[src/rtl/shift_seq_pkg.sv]
// Shared definitions for the shift sequencer: mode codes, FSM states, mode width.
// SHIFT_SEQ_ROTATE_EN decides whether ROR/ROL count as shift modes.
package shift_seq_pkg;

  localparam int MODE_W = 3;

  typedef enum logic [MODE_W-1:0] {
    MODE_NOP  = 3'd0,
    MODE_LOAD = 3'd1,
    MODE_SHR  = 3'd2,
    MODE_SHL  = 3'd3,
    MODE_ASR  = 3'd4,
    MODE_ROR  = 3'd5,
    MODE_ROL  = 3'd6,
    MODE_RSVD = 3'd7
  } mode_e;

  typedef enum logic [1:0] {
    ST_IDLE  = 2'd0,
    ST_SHIFT = 2'd1,
    ST_DONE  = 2'd2
  } state_e;

  // Modes that walk through SHIFT; rotates only when the rotate datapath exists.
  function automatic logic is_shift_mode(input mode_e mode);
    logic r;
    case (mode)
      MODE_SHR, MODE_SHL, MODE_ASR: r = 1'b1;
`ifdef SHIFT_SEQ_ROTATE_EN
      MODE_ROR, MODE_ROL:           r = 1'b1;
`endif
      default:                      r = 1'b0;
    endcase
    return r;
  endfunction

endpackage

[src/rtl/shift_step_dp.sv]
// Combinational single-step datapath: next register value and outgoing bits.
// Rotate paths exist only when SHIFT_SEQ_ROTATE_EN is defined.
module shift_step_dp
  import shift_seq_pkg::*;
#(
  parameter int N = 8,
  parameter int S = 1
) (
  input  logic [N-1:0] q,
  input  mode_e        mode,
  input  logic [S-1:0] ser_in,
  output logic [N-1:0] q_next,
  output logic [S-1:0] ser_out
);

  // Next register value for one S-bit step.
  always_comb begin
    q_next = q;
    case (mode)
      MODE_SHR: q_next = {ser_in, q[N-1:S]};
      MODE_SHL: q_next = {q[N-S-1:0], ser_in};
      MODE_ASR: q_next = {{S{q[N-1]}}, q[N-1:S]};
`ifdef SHIFT_SEQ_ROTATE_EN
      MODE_ROR: q_next = {q[S-1:0], q[N-1:S]};
      MODE_ROL: q_next = {q[N-S-1:0], q[N-1:N-S]};
`endif
      default:  q_next = q;
    endcase
  end

  // Bits leaving the register: MSB end for left-moving modes, LSB end otherwise.
  always_comb begin
    ser_out = q[S-1:0];
    case (mode)
      MODE_SHL, MODE_ROL: ser_out = q[N-1:N-S];
      default:            ser_out = q[S-1:0];
    endcase
  end

endmodule

[src/rtl/shift_sequencer.sv]
// Command-driven universal shift register: LOAD or k-step shifts, then a done pulse.
// Define SHIFT_SEQ_ROTATE_EN to enable ROR/ROL; otherwise they execute as NOP.
module shift_sequencer
  import shift_seq_pkg::*;
#(
  parameter int N     = 8,
  parameter int S     = 1,
  parameter int CNT_W = 4
) (
  input  logic              clk,
  input  logic              reset,
  input  logic              cmd_valid,
  output logic              cmd_ready,
  input  logic [MODE_W-1:0] cmd_mode,
  input  logic [CNT_W-1:0]  cmd_count,
  input  logic [N-1:0]      load_data,
  input  logic [S-1:0]      ser_in,
  output logic [S-1:0]      ser_out,
  output logic              ser_out_valid,
  output logic [N-1:0]      q,
  output logic              busy,
  output logic              done
);

  localparam logic [CNT_W-1:0] CNT_ONE = {{(CNT_W-1){1'b0}}, 1'b1};

  state_e           state_q, state_d;
  mode_e            mode_q, mode_d;
  logic [CNT_W-1:0] remaining_q, remaining_d;
  logic [N-1:0]     q_q, q_d;
  logic             idle_q, busy_q, done_q, sov_q;
  logic [N-1:0]     dp_q_next;
  logic [S-1:0]     dp_ser_out;
  mode_e            cmd_mode_s;

  assign cmd_mode_s = mode_e'(cmd_mode);

  shift_step_dp #(.N(N), .S(S)) u_dp (
    .q       (q_q),
    .mode    (mode_q),
    .ser_in  (ser_in),
    .q_next  (dp_q_next),
    .ser_out (dp_ser_out)
  );

  // Next-state logic: command handshake in IDLE, one step per SHIFT cycle.
  always_comb begin
    state_d     = state_q;
    mode_d      = mode_q;
    remaining_d = remaining_q;
    q_d         = q_q;
    case (state_q)
      ST_IDLE: begin
        if (cmd_valid) begin
          mode_d      = cmd_mode_s;
          remaining_d = cmd_count;
          if (cmd_mode_s == MODE_LOAD) begin
            q_d     = load_data;
            state_d = ST_DONE;
          end else if (is_shift_mode(cmd_mode_s) && (cmd_count != '0)) begin
            state_d = ST_SHIFT;
          end else begin
            state_d = ST_DONE;
          end
        end else begin
          state_d = ST_IDLE;
        end
      end
      ST_SHIFT: begin
        q_d         = dp_q_next;
        remaining_d = remaining_q - CNT_ONE;
        if (remaining_q == CNT_ONE) begin
          state_d = ST_DONE;
        end else begin
          state_d = ST_SHIFT;
        end
      end
      ST_DONE: state_d = ST_IDLE;
      default: state_d = ST_IDLE;
    endcase
  end

  // State, datapath and registered status outputs derived from the next state.
  always_ff @(posedge clk) begin
    if (reset) begin
      state_q     <= ST_IDLE;
      mode_q      <= MODE_NOP;
      remaining_q <= '0;
      q_q         <= '0;
      idle_q      <= 1'b1;
      busy_q      <= 1'b0;
      done_q      <= 1'b0;
      sov_q       <= 1'b0;
    end else begin
      state_q     <= state_d;
      mode_q      <= mode_d;
      remaining_q <= remaining_d;
      q_q         <= q_d;
      idle_q      <= (state_d == ST_IDLE);
      busy_q      <= (state_d != ST_IDLE);
      done_q      <= (state_d == ST_DONE);
      sov_q       <= (state_d == ST_SHIFT);
    end
  end

  // Ready is held low for as long as reset is asserted.
  assign cmd_ready     = idle_q & ~reset;
  assign ser_out       = sov_q ? dp_ser_out : '0;
  assign ser_out_valid = sov_q;
  assign q             = q_q;
  assign busy          = busy_q;
  assign done          = done_q;

endmodule

[config.mk]
export PLATFORM = sky130hd
export DESIGN_NAME = shift_sequencer
export DESIGN_NICKNAME = d
export VERILOG_FILES = /design/src/rtl/shift_seq_pkg.sv /design/src/rtl/shift_step_dp.sv /design/src/rtl/shift_sequencer.sv
export SDC_FILE = /design/constraint.sdc
export NUM_CORES = 1
export LEC_CHECK = 0
export BUFFER_PORTS_ARGS = -buffer_cell sky130_fd_sc_hd__buf_2
export CORE_UTILIZATION = 53
export CTS_CLUSTER_DIAMETER = 120
export CTS_CLUSTER_SIZE = 20
export DETAILED_ROUTE_END_ITERATION = 8
export HOLD_SLACK_MARGIN = 0.1
export PLACE_DENSITY = 0.81
export REMOVE_ABC_BUFFERS = 1
export SYNTH_ARGS = -nofsm -noshare
export SYNTH_HDL_FRONTEND = slang
export SYNTH_HIERARCHICAL = 1
export SYNTH_SLANG_ARGS = --single-unit
[constraint.sdc]
create_clock -name clk -period 1.8 [get_ports clk]
set_clock_uncertainty 0.05 [all_clocks]
set_input_delay 0.36 -clock clk [delete_from_list [all_inputs] [get_ports clk]]
set_output_delay 0.36 -clock clk [all_outputs]
set_load 0.01 [all_outputs]
==> impl_metrics.tcl, run 1 <==
set metrics [dict create \
    fmax_mhz 530 \
    ys_async_sr_fraction 0 \
    clkPwrFrac 0.203 \
    drt_iter0_drc 68 \
    cts_tree "yes" \
    r2r-start "mode_q[2]" \
    io_buffers 31 \
    antenna_found_initial 0 \
    status "finished, violations left" \
    r2r_cells 7 \
    yosysWarnings 6 \
    diodes 0 \
    core_um2 2300 \
    ys_types 43 \
    reg2reg_setup_slack_ps 170 \
    track_usage 0.259 \
    die-area_um2 2720 \
    maxSlewViolCount 0 \
    final_common_cell "buf_2" \
    synth_area_um2 1330 \
    endpoint_kind "output port" \
    fp.dieH_um 52.1 \
    grt_max_degree 18 \
    start_util 0.580 \
    fill_cells 204 \
    yosysSeqAreaShare 0.315 \
    p_leak_nw 0.637 \
    worstSetupStartpointType "flip-flop" \
    cts_buffer_depth 2 \
    num-nets-final 213 \
    holdPathEnd "q[1]" \
    crit_chain "xor2_1 -> nand2_1 -> mux2_4 -> and2_4 -> buf_6" \
    drcViolationCount 0 \
    cp_data_required_time_ps 1390 \
    relSlewSlack 0.583 \
    yosys-top-cells-area "dfxtp_1 32%, a21oi_1 6.0%, nand3b_1 4.5%" \
    die_x_um 52.1 \
    place_ws_ps 96.9 \
    rsz0062_at_grt "yes" \
    p_seq_frac 0.485 \
    finalHoldViolations 0 \
    min_path_cells 3 \
    dr.pass1.iters 4 \
    finalSetupViolCount 1 \
    min_path_type "input port to flip-flop" \
    crit_path_start "mode_q[0]" \
    pin_count 32 \
    p_switching_w 0.000380 \
    synth_edf_count 0 \
    via_per_inst 6.16 \
    worst-slew-pin-transition_ps 623 \
    insertion_delay_ps 300 \
    synth_seq_cells 21 \
    reg2reg_to "q[4]" \
    htreeDepth 1 \
    cts_sinks 21 \
    hold_start "load_data[1]" \
    failed_checks "negative setup slack" \
    p_per_area_nw_per_um2 724 \
    final_cell_mix "30 x buf_2, 19 x dfxtp_1, 16 x a21oi_1" \
    num_rows 17 \
    cts-hold-fix-buffers 0 \
    synth-main-ff-cell "dfxtp_1" \
    detail_route.wl_per_cell_um 14.9 \
    cp_slowest_cell "dfxtp_1" \
    drive_above_1_share 0.277 \
    ir_drop_v 0.000447 \
    place_congestion 0.881 \
    yosysTopAreaCell "dfxtp_1" \
    fin_util 0.684 \
    grt_pass1_wl_mm 5.33 \
    clkSlewWorstSetupHoldPaths_ps 120 \
    area_delta_synth_final_pct 17.8 \
    synth.avg_cell_area_um2 8.38 \
    numCtsBuffers 3 \
    whs_ps 257 \
    setup_ws_ps -85.3 \
    arrival_ps 1480 \
    ant_nets 0 \
    cell_internal_pwr_w 0.000757 \
    synth.top_cell.area_share 0.315 \
    period_share 1.05 \
    grt_pass1_vias 1250 \
    period_minus_slack_ps 1890 \
    worstSetupPathType "flip-flop to output port" \
    fin_total_pwr_w 0.00114 \
    cap_violations 0 \
    max_stage_delay_ps 380 \
    crit_fanout 2 \
    grt-ovfl-total 0 \
    combPwrFrac 0.312 \
    p_sw_frac 0.334 \
    root_buffer "clkbuf_4" \
    syn_inst 159 \
    place_hpwl_mm 2.32 \
    drt_wl_total_mm 3.27 \
    vias 1349 \
]
[power by group through the flow]
stage	clock, W	sequential (W)	combinational (W)
global route	0.000255	0.000558	0.000390
CTS	0.000233	0.000550	0.000347
detailed placement	0	0.000564	0.000341
finish	0.000231	0.000551	0.000355
global placement	0	0.000560	0.000327
floorplan	0	0.000574	0.000204
[flip-flops by register name (all words and copies together) (netlist names)]
name           flops
mode_q             3
done               1
q                  8
busy               1
idle_q             1
state_q            2
ser_out_valid      1
remaining_q        4
[kinds of logic after synthesis]
group / synth area share
and+or+nand+nor: 0.281
AOI/OAI and AO/OA: 0.251
buffers and inverters: 0.0563
xor gates and xnor gates: 0.0319
adders and majority gates: 0.0188
muxes: 0.0460
DFF: 0.315
[what timing repair did]
item | in CTS | in global routing
resized for setup | 2 | 4
setup endpoints to repair | 1 | 1
gates cloned | 0 | 0
setup buffers | 1 | 0
[cell usage after synthesis, types with 3 or more instances]
library cell	n
nand3_1	9
nor2b_1	3
a21oi_1	16
dfxtp_1	21
mux2i_1	5
a31oi_1	9
and2_1	3
a211oi_1	6
and3b_1	4
inv_1	5
nand3b_1	8
nor3_1	9
a22oi_1	4
nor2_1	15
clkbuf_1	5
nand2_1	3
buf_2	3
[layout make-up]
type / instances / area [um^2] / share of cell area
multi-input combinational: 122 / 843 / 0.537
clock buffer: 4 / 26.3 / 0.0167
timing repair buffer: 39 / 221 / 0.141
inverter: 5 / 18.8 / 0.0120
tap: 28 / 35.0 / 0.0223
sequential: 21 / 425 / 0.271
[through the flow]
step / setup TNS (ps) / cell area (um^2) / std cells
after CTS: -83.1 / 1560 / 219
after global routing: -152 / 1570 / 219
after detailed placement: 0 / 1520 / 214
after global placement: 0 / 1520 / 214
after floorplan: 0 / 1280 / 148
final: -85.3 / 1570 / 219
[per-layer routing]
| layer | vias up | track usage | part of all wire |
|---|---|---|---|
| li1 | 653 | - | - |
| met3 | 2 | 0.0351 | 0.050 |
| met1 | 645 | 0.308 | 0.41 |
| met2 | 49 | 0.479 | 0.54 |
| met5 | - | 0 | 0 |
| met4 | 0 | 0.0702 | 0.0055 |
[worst max-delay path: cells and delay by family (launching register included)]
kind | cells | cell delay (ps)
xor gates and xnor gates | 1 | 160
buffers and inverters | 1 | 110
DFF | 1 | 380
muxes | 1 | 300
and+or+nand+nor | 2 | 230
[worst max-delay path by stage]
stage / endpoint / slack, ps / depth (start not counted)
4_1_cts: ser_out / -80 / 5
6_report: ser_out / -90 / 5
3_5_place_dp: ser_out / 100 / 5
5_1_grt: ser_out / -150 / 5
3_3_place_gp: ser_out / 150 / 5
2_1_floorplan: ser_out / 170 / 4
Note: power is estimated with default switching activity, not from simulation.
==> run 2: changes to the inputs <==
--- a/config.mk
+++ b/config.mk
@@ -6,13 +6,14 @@
 export NUM_CORES = 1
 export LEC_CHECK = 0
 export BUFFER_PORTS_ARGS = -buffer_cell sky130_fd_sc_hd__buf_2
-export CORE_UTILIZATION = 53
+export CORE_UTILIZATION = 47
 export CTS_CLUSTER_DIAMETER = 120
 export CTS_CLUSTER_SIZE = 20
 export DETAILED_ROUTE_END_ITERATION = 8
 export HOLD_SLACK_MARGIN = 0.1
-export PLACE_DENSITY = 0.81
+export PLACE_DENSITY = 0.76
 export REMOVE_ABC_BUFFERS = 1
+export SETUP_SLACK_MARGIN = 0.5
 export SYNTH_ARGS = -nofsm -noshare
 export SYNTH_HDL_FRONTEND = slang
 export SYNTH_HIERARCHICAL = 1
==> constraint.sdc (replaced) <==
create_clock -name clk -period 1.6 [get_ports clk]
set_clock_uncertainty 0.05 [all_clocks]
set_input_delay 0.32 -clock clk [delete_from_list [all_inputs] [get_ports clk]]
set_output_delay 0.32 -clock clk [all_outputs]
set_load 0.01 [all_outputs]
==> run 2 against run 1 <==
Highest routed layer unchanged. Setup slack worse by 150 ps. Largest cell class unchanged. Hold slack worse by 70 ps. The flow still finishes with violations (negative setup slack). First-iteration DRC count is 29% higher. Total power increased by 32%. Sequential share of layout area fell by 4.2 points. Clock-buffer cell count fell by 1. Critical endpoint unchanged. Flip-flop and latch count did not move. Critical path type unchanged.
==> impl_metrics.tcl, run 2 (synthesis results as in run 1) <==
set metrics [dict create \
    core_um2 2570 \
    rsz0062_at_grt "yes" \
    worstSetupPathType "flip-flop to output port" \
    detail_route.wl_per_cell_um 17.2 \
    track_usage 0.270 \
    start_util 0.519 \
    crit_chain "xor2_1 -> nand2_1 -> mux2_4 -> and2_1 -> buf_2" \
    cts_tree "yes" \
    endpoint_kind "output port" \
    fp.dieH_um 55.2 \
    drcViolationCount 0 \
    cp_data_required_time_ps 1230 \
    htreeDepth 1 \
    cts-hold-fix-buffers 0 \
    fill_cells 169 \
    final_cell_mix "23 x buf_2, 22 x buf_4, 16 x buf_6" \
    status "finished, violations left" \
    place_inst 222 \
    num-nets-final 237 \
    via_per_inst 6.29 \
    fin_util 0.795 \
    failed_checks "negative setup slack" \
    grt-ovfl-total 0 \
    grt_max_degree 13 \
    antenna_found_initial 0 \
    drt_wl_total_mm 4.20 \
    fin_total_pwr_w 0.00150 \
    pin_count 32 \
    drive_above_1_share 0.540 \
    relSlewSlack 0.711 \
    insertion_delay_ps 320 \
    r2r_cells 8 \
    p_seq_frac 0.413 \
    fin_tns_setup_ps -936 \
    root_buffer "clkbuf_4" \
    max_stage_delay_ps 360 \
    io_buffers 31 \
    fmax_mhz 545 \
    grt_pass1_wl_mm 6.69 \
    crit_family "flip-flops" \
    cp.depth 5 \
    cell_internal_pwr_w 0.000975 \
    dr.pass1.iters 5 \
    worst-slew-pin-transition_ps 431 \
    min_path_type "input port to flip-flop" \
    period_share 1.15 \
    setup_ws_ps -234 \
    ant_nets 0 \
    clkPwrFrac 0.181 \
    diodes 0 \
    arrival_ps 1460 \
    clkSlewWorstSetupHoldPaths_ps 120 \
    place_hpwl_mm 2.60 \
    place_congestion 0.869 \
    drt_iter0_drc 88 \
    cp_slowest_cell "dfxtp_4" \
    num_rows 18 \
    cap_violations 0 \
    final_common_cell "buf_2" \
    design_area_um2 2040 \
    p_switching_w 0.000525 \
    die-area_um2 3050 \
    p_per_area_nw_per_um2 735 \
    cts_buffer_depth 2 \
    finalHoldViolations 0 \
    ir_drop_v 0.000735 \
    period_minus_slack_ps 1830 \
    min_path_cells 3 \
    finalSetupViolCount 8 \
    numCtsBuffers 3 \
    layout.cells.non_filler 245 \
    die_x_um 55.2 \
    place_area_um2 1570 \
    grt_pass1_vias 1514 \
    maxSlewViolCount 0 \
    p_leak_nw 0.828 \
    cts_sinks 21 \
    combPwrFrac 0.406 \
    p_sw_frac 0.350 \
    largest_reg_flops 8 \
    crit_fanout 2 \
    crit_buf_inv 1 \
    worstSetupStartpointType "flip-flop" \
    area_delta_synth_final_pct 53.1 \
    vias 1541 \
]
run 2: changes by cell type in the layout (fill, tap and decap cells not counted), sizes merged:
cell    change
clkinv      +1
buf        +24
clkbuf      -1
run 2: final cells by class:
class                   count  area [um^2]  share of cell area
clock inverters             1         5.00             0.00245
inverters                   5         18.8             0.00920
multi-input cells         122          993               0.487
flip-flops and latches     21          468               0.229
repair buffers             63          495               0.243
well taps                  30         37.5              0.0184
clock buffers               3         22.5              0.0110
run 2: path summary, 6_finish.rpt:
path,startpoint,endpoint,slack [ps]
hold reg to reg,remaining_q[3],remaining_q[3],500
setup reg to reg,mode_q[0],q[4],-180
hold / removal,load_data[3],q[3],190
setup / recovery,mode_q[2],ser_out,-230
run 2: metrics by stage:
stage | setup WS, ps | hold slack, ps
3_5_place_dp | -32.6 | 499
5_1_grt | -301 | 190
2_1_floorplan | 10.7 | 339
6_report | -234 | 187
4_1_cts | -230 | 177
3_3_place_gp | 35.5 | 482
run 2: power by group through the flow:
stage	Combinational (W)	Sequential, W	Clock [W]
detailed placement	0.000402	0.000632	0
floorplan	0.000229	0.000645	0
finish	0.000609	0.000620	0.000272
global route	0.000652	0.000624	0.000295
CTS	0.000547	0.000617	0.000277
global placement	0.000389	0.000627	0
run 2: worst min-delay path: stages:
cell and delay, ps:
buf_2 100, nand3_1 50, a31oi_1 60
run 2: routing by layer:
metal,share of wire,track usage,vias to the layer above
met5,0,0,-
met4,0.040,0.139,0
met3,0.055,0.0258,29
met2,0.52,0.499,87
met1,0.39,0.304,721
li1,-,-,704
run 2: what timing repair did:
action | CTS | global route
resized for setup | 65 | 15
pin swaps | 19 | 10
buffers inserted | 16 | 3
endpoints found under the setup margin | 33 | 34
cloned | 0 | 0
==> run 3: changes to the inputs <==
--- a/config.mk
+++ b/config.mk
@@ -5,13 +5,15 @@
 export SDC_FILE = /design/constraint.sdc
 export NUM_CORES = 1
 export LEC_CHECK = 0
-export BUFFER_PORTS_ARGS = -buffer_cell sky130_fd_sc_hd__buf_2
-export CORE_UTILIZATION = 47
+export BUFFER_PORTS_ARGS = -buffer_cell sky130_fd_sc_hd__buf_4
+export CELL_PAD_IN_SITES_DETAIL_PLACEMENT = 1
+export CELL_PAD_IN_SITES_GLOBAL_PLACEMENT = 1
+export CORE_UTILIZATION = 35
 export CTS_CLUSTER_DIAMETER = 120
 export CTS_CLUSTER_SIZE = 20
 export DETAILED_ROUTE_END_ITERATION = 8
 export HOLD_SLACK_MARGIN = 0.1
-export PLACE_DENSITY = 0.76
+export PLACE_DENSITY = 0.77
 export REMOVE_ABC_BUFFERS = 1
 export SETUP_SLACK_MARGIN = 0.5
 export SYNTH_ARGS = -nofsm -noshare
==> run 3 against run 2 <==
The run still ends with negative setup slack left. Hold slack improved by 100 ps. Global-route usage fell by 0.55 points. Clock power rose by 39%. Non-clock buffer count rose by 9. Final area rose by 19%. Setup slack improved by 61 ps. Sequential power rose by 3.4%. Critical path type is now flip-flop to flip-flop. Largest power group is now combinational cells.
==> impl_metrics.tcl, run 3 (synthesis results as in run 1) <==
set metrics [dict create \
    setup_ws_ps -174 \
    final_common_cell "buf_4" \
    die-area_um2 4060 \
    die_x_um 63.7 \
    detail_route.wl_per_cell_um 24.4 \
    drcViolationCount 0 \
    worstSetupStartpointType "flip-flop" \
    finalSetupViolCount 7 \
    ant_nets 0 \
    ir_drop_v 0.000550 \
    r2r-start "mode_q[2]" \
    grt_max_degree 18 \
    fmax_mhz 564 \
    core_um2 3660 \
    htreeDepth 1 \
    crit_fanout 4 \
    root_buffer "clkbuf_8" \
    crit_chain "buf_4 -> buf_6 -> xor2_4 -> buf_6 -> buf_6 -> a21oi_2 -> a211oi_2 -> a22oi_1 -> a31oi_1" \
    insertion_delay_ps 270 \
    reg2reg_to "q[5]" \
    max_stage_delay_ps 350 \
    fin_total_pwr_w 0.00186 \
    cp_data_required_time_ps 1720 \
    whs_ps 291 \
    drt_iter0_drc 217 \
    status "finished, violations left" \
    grt_pass1_wl_mm 8.26 \
    endpoint_kind "flip-flop" \
    num-nets-final 246 \
    cts-hold-fix-buffers 0 \
    start_util 0.364 \
    diodes 0 \
    drt_wl_total_mm 6.64 \
    numCtsBuffers 3 \
    crit_top_cell "buf_6" \
    r2r_cells 9 \
    relSlewSlack 0.688 \
    cts_sinks 21 \
    vias 1669 \
    grt_pass1_vias 1640 \
    crit_buf_inv 4 \
    p_leak_nw 0.957 \
    rsz0062_at_grt "yes" \
    cap_violations 0 \
    place_area_um2 1670 \
    min_path_type "input port to flip-flop" \
    place_hpwl_mm 2.98 \
    cp_slowest_cell "dfxtp_2" \
    track_usage 0.265 \
    dr.pass1.iters 4 \
    place_congestion 0.889 \
    antenna_found_initial 0 \
    design_area_um2 2420 \
    grt-ovfl-total 0 \
    period_minus_slack_ps 1770 \
    reg2reg_setup_slack_ps -170 \
    crit_family "compound AO/OA/AOI/OAI gates" \
    period_share 1.11 \
    p_per_area_nw_per_um2 771 \
    area_delta_synth_final_pct 81.5 \
    hold_start "load_data[6]" \
    num_rows 22 \
    maxSlewViolCount 0 \
    worst-slew-pin-transition_ps 465 \
    failed_checks "negative setup slack" \
    drive_above_1_share 0.625 \
    largest_reg_flops 8 \
    arrival_ps 1900 \
    via_per_inst 6.14 \
    pin_count 32 \
    min_path_cells 3 \
    cts_tree "yes" \
    fp.dieH_um 63.7 \
    finalHoldViolations 0 \
    final_cell_mix "40 x buf_4, 26 x buf_6, 14 x nor2_1" \
    cts_buffer_depth 2 \
    holdPathEnd "q[6]" \
    worstSetupPathType "flip-flop to flip-flop" \
    io_buffers 31 \
    clkSlewWorstSetupHoldPaths_ps 100 \
]
-- run 3: area by class of cell --
type	instances	area, um^2
fill	400	1240
multi-input combinational	122	1110
timing repair buffer	72	716
sequential	21	473
tap	48	60.1
clock buffer	4	45.0
inverter	5	18.8
-- run 3: what timing repair did --
item	CTS	global route
buffers inserted	16	11
resized for setup	90	30
gates cloned	1	1
setup endpoints to repair	31	31
pin swaps	28	18
-- run 3: tightest hold or removal path: stages --
cell and delay [ps]:
buf_4 110, nand3_1 70, a31oi_1 80
-- run 3: worst max-delay path by stage --
stage              start       to  slack (ps)  cells after the start
3_3_place_gp   mode_q[2]     q[0]          50                      7
2_1_floorplan  mode_q[2]  ser_out          10                      4
3_5_place_dp   mode_q[2]     q[4]         -40                      7
4_1_cts        mode_q[0]  ser_out        -170                      5
5_1_grt        mode_q[2]     q[1]        -240                      8
6_report       mode_q[2]     q[5]        -170                      9
-- run 3: layer usage --
metal	track usage	up-vias	wire length (um)
li1	-	726	-
met1	0.298	831	2520
met2	0.488	87	3480
met3	0.0471	25	378
met4	0.0966	0	269
met5	0	-	0
-- run 3: per-stage QoR --
stage | util | cells | setup slack (ps) | TNS [ps]
2_1_floorplan | - | 148 | 10.7 | 0
3_3_place_gp | 0.457 | 239 | 54.2 | 0
3_5_place_dp | 0.457 | 239 | -37.6 | -66.3
4_1_cts | 0.596 | 260 | -171 | -171
5_1_grt | 0.661 | 272 | -241 | -1540
6_report | 0.661 | 272 | -174 | -1050
-- run 3: report_power, final --
group / switching, W / internal (W) / total (W) / leakage, nW
Sequential: 0.0000747 / 0.000566 / 0.000641 / 0.183
Combinational: 0.000401 / 0.000443 / 0.000844 / 0.751
Clock: 0.000201 / 0.000178 / 0.000379 / 0.0228
Total: 0.000678 / 0.00119 / 0.00186 / 0.957
